File: src/rtl/ins_cache_pkg.sv
// Shared geometry and FSM encodings for the direct-mapped instruction cache.
package ins_cache_pkg;

   localparam int unsigned LineCount  = 8;
   localparam int unsigned IdxW       = 3;
   localparam int unsigned TagW       = 25;
   localparam int unsigned OffW       = 2;
   localparam int unsigned BlockW     = 128;
   localparam int unsigned WordW      = 32;
   localparam int unsigned BlockAddrW = 28;

   // Codes 2'b10 and 2'b11 are unused and recover to StIdle.
   typedef enum logic [1:0] {
      StIdle  = 2'b00,
      StFetch = 2'b01
   } state_e;

endpackage

File: src/rtl/ins_cache_if.sv
// CPU fetch port and instruction-memory block port of the cache.
interface ins_cache_if;
   import ins_cache_pkg::*;

   logic                  read;
   logic [31:0]           address;
   logic [WordW-1:0]      instruction;
   logic                  busywait;
   logic                  mem_read;
   logic [BlockAddrW-1:0] mem_address;
   logic [BlockW-1:0]     mem_readdata;
   logic                  mem_busywait;

   modport master (
      output read, address, mem_readdata, mem_busywait,
      input  instruction, busywait, mem_read, mem_address
   );

   modport slave (
      input  read, address, mem_readdata, mem_busywait,
      output instruction, busywait, mem_read, mem_address
   );

endinterface

File: src/rtl/icache_line_store.sv
// Data array: 8 lines of 128 bits, one write port, combinational word read.
module icache_line_store
   import ins_cache_pkg::*;
(
   input  logic              clk,
   input  logic              we_i,
   input  logic [IdxW-1:0]   widx_i,
   input  logic [BlockW-1:0] wdata_i,
   input  logic [IdxW-1:0]   ridx_i,
   input  logic [OffW-1:0]   roff_i,
   output logic [WordW-1:0]  rword_o
);

   logic [BlockW-1:0] mem_q [LineCount];
   logic [3:0][WordW-1:0] line;

   always_ff @(posedge clk) begin
      if (we_i) mem_q[widx_i] <= wdata_i;
   end

   // Word k occupies bits [32k+31:32k].
   assign line    = mem_q[ridx_i];
   assign rword_o = line[roff_i];

endmodule

File: src/rtl/ins_cache.sv
// Direct-mapped instruction cache: tag/valid storage and the refill FSM.
module ins_cache
   import ins_cache_pkg::*;
(
   input  logic         clk,
   input  logic         rst,
   ins_cache_if.slave   bus
);

   state_e                state_q, state_d;
   logic [TagW-1:0]       tag_q [LineCount];
   logic [LineCount-1:0]  valid_q;
   logic [BlockAddrW-1:0] miss_q;

   logic [TagW-1:0]  req_tag;
   logic [IdxW-1:0]  req_idx;
   logic [OffW-1:0]  req_off;
   logic [IdxW-1:0]  miss_idx;
   logic [TagW-1:0]  miss_tag;
   logic             hit;
   logic             refill;
   logic             busy;
   logic             fetch;
   logic [WordW-1:0] rword;
   logic             unused_addr;

   assign req_tag     = bus.address[31:7];
   assign req_idx     = bus.address[6:4];
   assign req_off     = bus.address[3:2];
   assign unused_addr = ^bus.address[1:0];
   assign miss_idx    = miss_q[IdxW-1:0];
   assign miss_tag    = miss_q[BlockAddrW-1:IdxW];

   assign hit    = valid_q[req_idx] && (tag_q[req_idx] == req_tag);
   assign refill = (state_q == StFetch) && !bus.mem_busywait;

   icache_line_store u_line_store (
      .clk     (clk),
      .we_i    (refill),
      .widx_i  (miss_idx),
      .wdata_i (bus.mem_readdata),
      .ridx_i  (req_idx),
      .roff_i  (req_off),
      .rword_o (rword)
   );

   always_comb begin
      state_d = state_q;
      busy    = 1'b0;
      fetch   = 1'b0;
      case (state_q)
         StIdle: begin
            if (bus.read && !hit) begin
               busy    = 1'b1;
               state_d = StFetch;
            end
         end
         StFetch: begin
            busy  = 1'b1;
            fetch = 1'b1;
            if (!bus.mem_busywait) state_d = StIdle;
         end
         default: state_d = StIdle;
      endcase
   end

   // Outputs are forced quiet while reset is held, independent of the hit path.
   assign bus.busywait    = busy & ~rst;
   assign bus.mem_read    = fetch & ~rst;
   assign bus.mem_address = miss_q;
   assign bus.instruction = rst ? '0 : rword;

   always_ff @(posedge clk or posedge rst) begin
      if (rst) begin
         state_q <= StIdle;
         valid_q <= '0;
         miss_q  <= '0;
         for (int i = 0; i < LineCount; i++) tag_q[i] <= '0;
      end else begin
         state_q <= state_d;
         if (state_q == StIdle && state_d == StFetch) miss_q <= bus.address[31:4];
         if (refill) begin
            tag_q[miss_idx]   <= miss_tag;
            valid_q[miss_idx] <= 1'b1;
         end
      end
   end

endmodule

File: src/flat_wrapper.sv
// flat-port wrapper written by rule: the top's interface ports become plain ports
module ins_cache_flat import ins_cache_pkg::*;
  (clk, rst, bus_read, bus_address, bus_mem_readdata, bus_mem_busywait, bus_instruction, bus_busywait, bus_mem_read, bus_mem_address);
  ins_cache_if bus_i ();
  input  logic clk;
  input  logic rst;
  input wire logic [$bits(bus_i.read)-1:0] bus_read;
  input wire logic [$bits(bus_i.address)-1:0] bus_address;
  input wire logic [$bits(bus_i.mem_readdata)-1:0] bus_mem_readdata;
  input wire logic [$bits(bus_i.mem_busywait)-1:0] bus_mem_busywait;
  output wire logic [$bits(bus_i.instruction)-1:0] bus_instruction;
  output wire logic [$bits(bus_i.busywait)-1:0] bus_busywait;
  output wire logic [$bits(bus_i.mem_read)-1:0] bus_mem_read;
  output wire logic [$bits(bus_i.mem_address)-1:0] bus_mem_address;
  assign bus_i.read = bus_read;
  assign bus_i.address = bus_address;
  assign bus_i.mem_readdata = bus_mem_readdata;
  assign bus_i.mem_busywait = bus_mem_busywait;
  assign bus_instruction = bus_i.instruction;
  assign bus_busywait = bus_i.busywait;
  assign bus_mem_read = bus_i.mem_read;
  assign bus_mem_address = bus_i.mem_address;
  ins_cache u_core (.clk(clk), .rst(rst), .bus(bus_i));
endmodule
File: config.mk
export PLATFORM = sky130hd
export DESIGN_NAME = ins_cache_flat
export DESIGN_NICKNAME = d
export VERILOG_FILES = /design/src/rtl/ins_cache_pkg.sv /design/src/rtl/ins_cache_if.sv /design/src/rtl/icache_line_store.sv /design/src/rtl/ins_cache.sv /design/src/flat_wrapper.sv
export SDC_FILE = /design/constraint.sdc
export NUM_CORES = 1
export LEC_CHECK = 0
export ABC_AREA = 1
export CORE_MARGIN = 5
export CORE_UTILIZATION = 45
export DETAILED_ROUTE_END_ITERATION = 16
export PLACE_DENSITY = 0.67
export RECOVER_POWER = 100
export SYNTH_ARGS = -nofsm -noshare
export SYNTH_HDL_FRONTEND = slang
export SYNTH_SLANG_ARGS = --single-unit
File: constraint.sdc
create_clock -name clk -period 14.78 [get_ports clk]
set_input_delay 2.956 -clock clk [delete_from_list [all_inputs] [get_ports clk]]
set_output_delay 2.956 -clock clk [all_outputs]
set_load 0.01 [all_outputs]
==> summary.txt <==
Run status
  • Status: complete, but fails checks
  • Failing checks: capacitance limit, slew limit

Power and ir drop
  • Clk pwr share: about two fifths
  • Int Pwr: between 6 and 7 mW
  • Peak supply drop: about 0.14 mV
  • Sw Ratio: about a quarter
  • LEAKAGE: ~20 nW
  • Pwr per Cell Area: 141 nW/um^2
  • Share of power burned in registers: between 50% and 60%
  • Net switching power: approximately 2 mW
  • Comb pwr share: between 9 and 10%

Route
  • Vias: around 34000
  • Detailed-route DRC error count: 0
  • Final antenna-violating net count: 0
  • Drt first pass iters: 5
  • Routed Wire Length: approximately 140000 um
  • DR WL/cell: approximately 23 um
  • DRT iter0 DRCs: 3754
  • Via density per instance: around 5.7

Clock network
  • CTS Buffer Depth: 3
  • CTS Hold Bufs: 0
  • Clock slew at reported path FFs: around 0.050 ns
  • CTS Root Cell: clkbuf_16
  • CTS tree: done
  • CTS resizes: 0
  • H-tree levels: 4
  • Setup Fix Bufs, Post-CTS: 0
  • Clk sinks: 1262
  • CTS buffer count: approximately 130
  • Clock Latency Late Sink: about 0.74 ns

Timing
  • Hold slack: roughly 0.45 ns
  • Worst slew pin tran: ~8.6 ns
  • Crit share post-route: 81.7%
  • Final Hold Fails: 0
  • Rel. slew slack: -471%
  • Final Max Tran Viols: about 1600
  • Final setup fails: 0
  • Setup Skew: 0.0478 ns
  • Maximum clock frequency: around 0.083 GHz
  • RSZ-0062 raised after global routing: false
  • Final TNS setup: 0 ns
  • Minimum clock period: between 10 and 15 ns

Placed design
  • IO buf count: ~220
  • GP Congestion: 0.762
  • Post-DP HPWL: 70000 um

Critical path
  • Kind of critical path: in2out
  • FF-to-FF path depth: 8
  • WP data arrival: slightly above 9 ns
  • Crit. End Element: primary output
  • Worst r2r dst: u_core.tag_q[69]
  • Startpoint Class: input port
  • Worst R2R Setup Slack: about 5.2 ns
  • Worst r2r src: u_core.state_q[1]
  • Worst EP required: 11.82 ns
  • Crit-path max FO: about 240

Final layout
  • Most frequent cells in the layout: edfxtp_1 (1024), o21ai_0 (751), nor2_1 (634)
  • Synthesis-to-finish area growth: 14.6%
  • Multi-input logic area: ~12000 sq um
  • Fillers: around 9600
  • Final #Nets: ~4600
  • Core Util, Final: about half
  • Sequential cell area: ~37000 sq um
  • Layout cells sized above 1: approximately 5.0%
  • Most common cell after layout, fill and taps aside: edfxtp_1

Floorplanning
  • Starting Density: a little under half
  • Die Wd: roughly 350 um
  • Rows: between 100 and 150
  • Die footprint: between 100000 and 150000 sq um
  • # IOs: approximately 230
  • Core area: 113000 sq um
  • Die Y: about 350 um

Worst hold path
  • Hold Path Cell Cnt: 2
  • Hold path endpoint: u_core.valid_q[0]
  • Worst min-delay path category: reg2reg
  • Hold path startpoint: u_core.valid_q[0]

Global route
  • Vias in the first global route: approximately 33000
  • GRT Overall Usage: around 22%
  • Wire length of the first global-routing pass: around 200000 um
  • Initial antenna violation count: 54
  • Pin count of the biggest net entering global routing: approximately 240
  • GR Overflow Total: 0

Synthesis
  • Syn avg cell area: approximately 12 sq um
  • Top cell type's share of synthesized area: around three fifths
  • Post-synth cell types: 25
  • Post-synth top area cell: edfxtp_1
  • Seq cells post-synth: around 1300
  • Synth area leaders: edfxtp_1 (60%), dfrtp_1 (12%), o21ai_0 (7.4%), nor2_1 (4.7%), nand2_1 (4.0%)
  • Syn_nets: between 4000 and 5000
  • Yosys warns: 0
  • Post-Syn Area: between 50000 and 60000 sq um
  • Seq/Total Area, Yosys: between 70% and 80%
  • Cell count after synthesis: ~4300

Run
  • Max Cap Viol: 29
[kinds of logic (layout without fill, tap and decap cells)]
family | Yosys count | in the layout | synth area share, %
simple gates | 1444 | 1444 | 11.3
buf+inv | 516 | 696 | 4.15
flops | 1262 | 1262 | 71.9
compound gates | 1109 | 1109 | 12.6
other cells | 1 | 28 | 0.00735
[metrics by stage]
step,instances,area (sq um),power (mW),setup WS (ns)
4_1_cts,6012,58600,8.30,4.65
5_1_grt,6020,58500,8.56,2.13
2_1_floorplan,4332,51000,4.71,1.09
6_report,6039,58500,8.23,2.71
3_3_place_gp,5776,54300,4.99,4.67
3_5_place_dp,5776,54300,5.01,4.66
[Yosys cell counts (all sizes together)]
cell    instances
edfxtp       1024
o21ai         762
nor2          637
nand2         539
nand3         256
dfrtp         238
clkbuf        215
o221ai        195
inv           192
buf           107
o22ai          61
a21oi          44
a31oi          32
o211ai         15
nand3b          8
or2             4
clkinv          2
conb            1
[sequential cells by signal (all words and copies together), names as in the netlist]
| register | cells |
|---|---|
| u_core.bus.mem_address | 28 |
| u_core.tag_q | 200 |
| u_core.u_line_store.mem_q | 1024 |
| u_core.state_q | 2 |
| u_core.valid_q | 8 |
[critical path, stage by stage]
cell	delay (ns)
buf_8	0.23
inv_16	0.67
clkbuf_1	2.67
o21ai_0	0.23
o22ai_1	0.24
nor2_1	0.06
nor2_1	0.11
o21ai_0	0.27
nand3_1	0.17
nand2_1	0.06
a31oi_1	0.41
dlygate4sd3_1	0.69
[power groups by stage]
| stage | Sequential (mW) | Clock (mW) | Combinational, mW |
|---|---|---|---|
| CTS | 4.17 | 3.35 | 0.777 |
| detailed placement | 4.24 | 0 | 0.769 |
| finish | 4.17 | 3.30 | 0.758 |
| global placement | 4.23 | 0 | 0.753 |
| floorplan | 4.21 | 0 | 0.497 |
| global route | 4.19 | 3.51 | 0.858 |
[layout make-up]
cell class                 instances  share of cell area (%)
tap                             1500                    3.21
multi-input combinational       2554                    20.9
antenna                           27                   0.115
inverter                         194                    1.31
clock buffer                     176                    6.25
clock inverter                    60                    1.13
sequential                      1262                    62.7
timing repair buffer             266                    4.35
[worst max-delay path by stage]
| stage | endpoint | cells past startpoint | start | slack (ns) |
|---|---|---|---|---|
| 3_3_place_gp | bus_instruction[30] | 12 | bus_address[4] | 4.67 |
| 2_1_floorplan | bus_instruction[15] | 4 | rst | 1.09 |
| 4_1_cts | bus_instruction[21] | 12 | bus_address[4] | 4.65 |
| 3_5_place_dp | bus_busywait | 18 | bus_address[4] | 4.66 |
| 6_report | bus_instruction[6] | 12 | bus_address[4] | 2.71 |
| 5_1_grt | u_core.tag_q[49] | 6 | bus_mem_busywait | 2.13 |
[per-layer routing]
metal	up-vias	track usage [%]	wire, um
met1	16800	30.2	55200
met3	274	5.03	13300
met5	-	0	95
met4	14	7.04	3930
met2	1506	35.3	63900
li1	15800	-	-
(Power assumes the default switching activity.)
